File: src/rtl/prog_timer.sv
// Programmable interval timer: prescaled step counter with periodic / one-shot modes,
// pause control and a registered single-cycle timeout pulse per completed interval.
module prog_timer #(
  parameter int WIDTH     = 8,
  parameter int PRE_WIDTH = 4
) (
  input  logic                 i_clk,
  input  logic                 i_rst,
  input  logic                 i_start,
  input  logic                 i_stop,
  input  logic                 i_enable,
  input  logic                 i_mode,
  input  logic [WIDTH-1:0]     i_period,
  input  logic [PRE_WIDTH-1:0] i_prescale,
  output logic                 o_timeout,
  output logic                 o_busy,
  output logic                 o_done,
  output logic [WIDTH-1:0]     o_count
);

  typedef enum logic [1:0] {
    ST_IDLE = 2'd0,
    ST_RUN  = 2'd1,
    ST_DONE = 2'd2
  } state_t;

  localparam logic [WIDTH-1:0]     ONE_W = {{(WIDTH-1){1'b0}}, 1'b1};
  localparam logic [PRE_WIDTH-1:0] ONE_P = {{(PRE_WIDTH-1){1'b0}}, 1'b1};

  state_t               state_reg, state_next;
  logic [WIDTH-1:0]     count_reg, count_next;
  logic [PRE_WIDTH-1:0] pre_cnt_reg, pre_cnt_next;
  logic [WIDTH-1:0]     period_reg;
  logic [PRE_WIDTH-1:0] prescale_reg;
  logic                 mode_reg;
  logic                 timeout_reg, timeout_next;
  logic                 load;

  logic [WIDTH-1:0] period_eff;
  logic             tick;
  logic             terminal;

  // A latched period of zero behaves as a one-step interval.
  assign period_eff = (period_reg == '0) ? ONE_W : period_reg;
  assign tick       = (pre_cnt_reg == prescale_reg);
  assign terminal   = tick && (count_reg == (period_eff - ONE_W));

  always_comb begin
    state_next   = state_reg;
    count_next   = count_reg;
    pre_cnt_next = pre_cnt_reg;
    timeout_next = 1'b0;
    load         = 1'b0;

    if (i_stop) begin
      state_next   = ST_IDLE;
      count_next   = '0;
      pre_cnt_next = '0;
    end else if (i_start) begin
      // Restart wins over any terminal event in the same cycle.
      load         = 1'b1;
      state_next   = ST_RUN;
      count_next   = '0;
      pre_cnt_next = '0;
    end else begin
      case (state_reg)
        ST_RUN: begin
          if (i_enable) begin
            if (tick) begin
              pre_cnt_next = '0;
              if (terminal) begin
                count_next   = '0;
                timeout_next = 1'b1;
                state_next   = mode_reg ? ST_DONE : ST_RUN;
              end else begin
                count_next = count_reg + ONE_W;
              end
            end else begin
              pre_cnt_next = pre_cnt_reg + ONE_P;
            end
          end
        end
        default: begin
          count_next   = '0;
          pre_cnt_next = '0;
        end
      endcase
    end
  end

  always_ff @(posedge i_clk) begin
    if (i_rst) begin
      state_reg    <= ST_IDLE;
      count_reg    <= '0;
      pre_cnt_reg  <= '0;
      period_reg   <= '0;
      prescale_reg <= '0;
      mode_reg     <= 1'b0;
      timeout_reg  <= 1'b0;
    end else begin
      state_reg   <= state_next;
      count_reg   <= count_next;
      pre_cnt_reg <= pre_cnt_next;
      timeout_reg <= timeout_next;
      if (load) begin
        period_reg   <= i_period;
        prescale_reg <= i_prescale;
        mode_reg     <= i_mode;
      end
    end
  end

  assign o_timeout = timeout_reg;
  assign o_busy    = (state_reg == ST_RUN);
  assign o_done    = (state_reg == ST_DONE);
  assign o_count   = count_reg;

endmodule

File: config.mk
export PLATFORM = sky130hd
export DESIGN_NAME = prog_timer
export DESIGN_NICKNAME = d
export VERILOG_FILES = /design/src/rtl/prog_timer.sv
export SDC_FILE = /design/constraint.sdc
export NUM_CORES = 1
export LEC_CHECK = 0
export BUFFER_PORTS_ARGS = -buffer_cell sky130_fd_sc_hd__buf_2
export CORE_UTILIZATION = 55
export CTS_CLUSTER_SIZE = 8
export DETAILED_ROUTE_END_ITERATION = 10
export MAX_ROUTING_LAYER = met4
export PLACE_DENSITY = 0.79
export SYNTH_ARGS = -nofsm -noshare
export SYNTH_HDL_FRONTEND = slang
export SYNTH_SLANG_ARGS = --single-unit
File: constraint.sdc
create_clock -name i_clk -period 3.8 [get_ports i_clk]
set_input_delay 0.57 -clock i_clk [delete_from_list [all_inputs] [get_ports i_clk]]
set_output_delay 0.57 -clock i_clk [all_outputs]
set_load 0.1 [all_outputs]
==> results.md <==
* Final min period at 2.735 ns
* Least-Margin Pin Slew at 0.7969 ns
* Starting density of the core at 59.69%
* Worst vdd ir at 0.2747 mV
* DR iter-0 viols at 15
* Final setup violating endpoints at 0
* Drt pass-1 iters at 6
* Share of cells above drive strength 1 at 20.90%
* Final instance area at 1684 um^2
* Hold_buf cts at 0
* I/O Buffers at 28
* CTS root buf: clkbuf_4
* Clk pwr share at 23.0%
* Most frequent cells in the layout: 34 x nand2_1, 28 x buf_2, 28 x dfxtp_1
* Crit Path Class: register to register
* Ant diodes at 0
* Post-route ant nets at 0
* Final hold violation count at 0
* RSZ-0062 raised after global routing: no
* Placed cell area at 1662 um^2
* Commonest non-fill, non-tap cell in the layout: nand2_1
* Initial antenna violation count at 0
* Num rows at 18
* Clk sinks at 28
* Overflow after GRT at 0
* Register area share after synthesis at 36.90%
* Post-Syn Nets at 198
* Synth Cell Area at 1519 um^2
* Vias at 1311
* Seq pwr share at 56.7%
* #FFs+latches synth at 28
* Arr. time, crit path at 2.96 ns
* CTS tree: built
* Tcrit/Tclk final at 71.97%
* IO Count at 29
* Startpoint Class: register
* Comb power frac at 20.2%
* Clock Latency Late Sink at 0.33 ns
* Final setup margin at 1.065 ns
* Hpwl dp at 2.352 mm
* Sw Pwr at 160.4 uW
* Ys Warns at 0
* Total chip power at 543.9 uW
* All-Layer GR Usage at 23.72%
* Clock Skew at 0.001933 ns
* Total of max-cap violations at 0
* Chip height at 54.55 um
* Internal power at 383.4 uW
* Routed WL at 3.086 mm
* Vias in the first global route at 1167
* Chip Width at 54.55 um
* DRC errors left at 0
* Clock transition at path regs at 0.14 ns
* Largest net degree at the start of global routing at 17
* Leak Pwr at 0.6808 nW
* Slew headroom at 46.76%
* Worst hold path class: primary input to register
* Crit end category: register
* Pre-CTS setup slack at 1.083 ns
* Net Sw Frac at 29.50%
* WL/cell at 13.36 um
* Die ar. at 2976 um^2
* Placeable Area at 2545 um^2
* Worst EP required at 4.02 ns
* Layout area overhead at 10.87%
* Cells after synthesis at 177
* Via/cell ratio at 5.675
* Status: finished clean
* Final slew viol count at 0
* Maximum net fanout on the critical path at 7
* Netlist cell types at 44
* Final Wtd Congestion at 0.8687
* Post-layout nets at 224
* TNS Setup at 0 ns
* Post-CTS Setup Inserts at 0
* Post-CTS sizing at 0
* Top_reg_cell synth: dfxtp_1
* CTS Buf Count at 3
* R2r setup slk at 1.07 ns
* Hold_ws at 0.4502 ns
* Synth Area per Inst at 8.582 um^2
* Clk buf depth at 2
* Fmax at 0.3657 GHz
* First-pass GRT wire length at 4.878 mm
* Fraction of registers with async set/reset at 0%
* PD cells at 322.9 nW/um^2
* CTS H-tree depth at 1
* EDFF count, synth at 0
per-layer routing:
metal  share of wire [%]  global-route usage [%]
met1                  47                   28.89
met2                  49                   38.82
met5                   0                       -
met3                 2.9                   2.778
met4                 1.6                   11.11
final cells by class:
cell class / count / area (um^2)
fillers: 225 / 860.8
clock buffers: 3 / 22.52
flip-flops and latches: 28 / 560.5
multi-input cells: 140 / 915.9
well taps: 30 / 37.54
inverters: 2 / 7.507
repair buffers: 28 / 140.1
synthesized netlist by cell type, types with 2 or more instances:
cell type	count	area, um^2
nand2_1	34	127.6
o21ai_0	2	10.01
dfxtp_1	28	560.5
inv_1	2	7.510
xor2_1	14	122.6
a211oi_1	2	15.01
ha_1	3	37.54
nand2b_1	2	12.51
nand3b_1	2	15.01
nand3_1	4	20.02
nor4_1	3	18.77
a21oi_1	16	80.08
nand4_1	4	25.02
clkbuf_1	5	18.77
nor2b_1	5	31.28
xnor2_1	5	43.79
and3_1	2	12.51
o22ai_1	2	12.51
a31oi_1	2	12.51
nor2_1	7	26.28
or3_1	2	12.51
nor3_1	9	45.04
power by group through the flow:
stage	sequential (mW)	combinational (mW)	clock (mW)
final	0.309	0.110	0.125
after floorplan	0.313	0.0867	0
after CTS	0.309	0.110	0.128
after global routing	0.310	0.122	0.137
after global placement	0.314	0.105	0
after detailed placement	0.315	0.110	0
final timing paths:
kind / startpoint / to / cells after the start
setup reg to reg: period_reg[3] / o_count[3] / 9
setup / recovery: period_reg[3] / o_count[3] / 9
hold reg to reg: prescale_reg[1] / prescale_reg[1] / 2
hold / removal: i_period[1] / period_reg[1] / 3
logic make-up after synthesis:
kind of cell | Yosys count | share of synthesized area, %
adders and majority gates | 3 | 2.471
xor gates and xnor gates | 19 | 10.96
muxes | 1 | 0.6590
DFF | 28 | 36.90
AOI/OAI and AO/OA | 30 | 14.33
and+or+nand+nor | 87 | 31.88
buffers and inverters | 9 | 2.801
critical path, cell delays in order (launching register included):
cell,delay (ns)
dfxtp_1,0.40
nor4_1,0.38
a21oi_1,0.16
ha_1,0.26
nor2b_1,0.16
or3_1,0.34
a31oi_1,0.27
nand4b_2,0.21
nor3b_1,0.32
a211oi_1,0.12
stage by stage:
stage,util [%],cells
2_1_floorplan,-,177
3_3_place_gp,65.29,228
3_5_place_dp,65.29,228
4_1_cts,66.18,231
5_1_grt,66.18,231
6_report,66.18,231
Power figures use the tool's default switching activity.
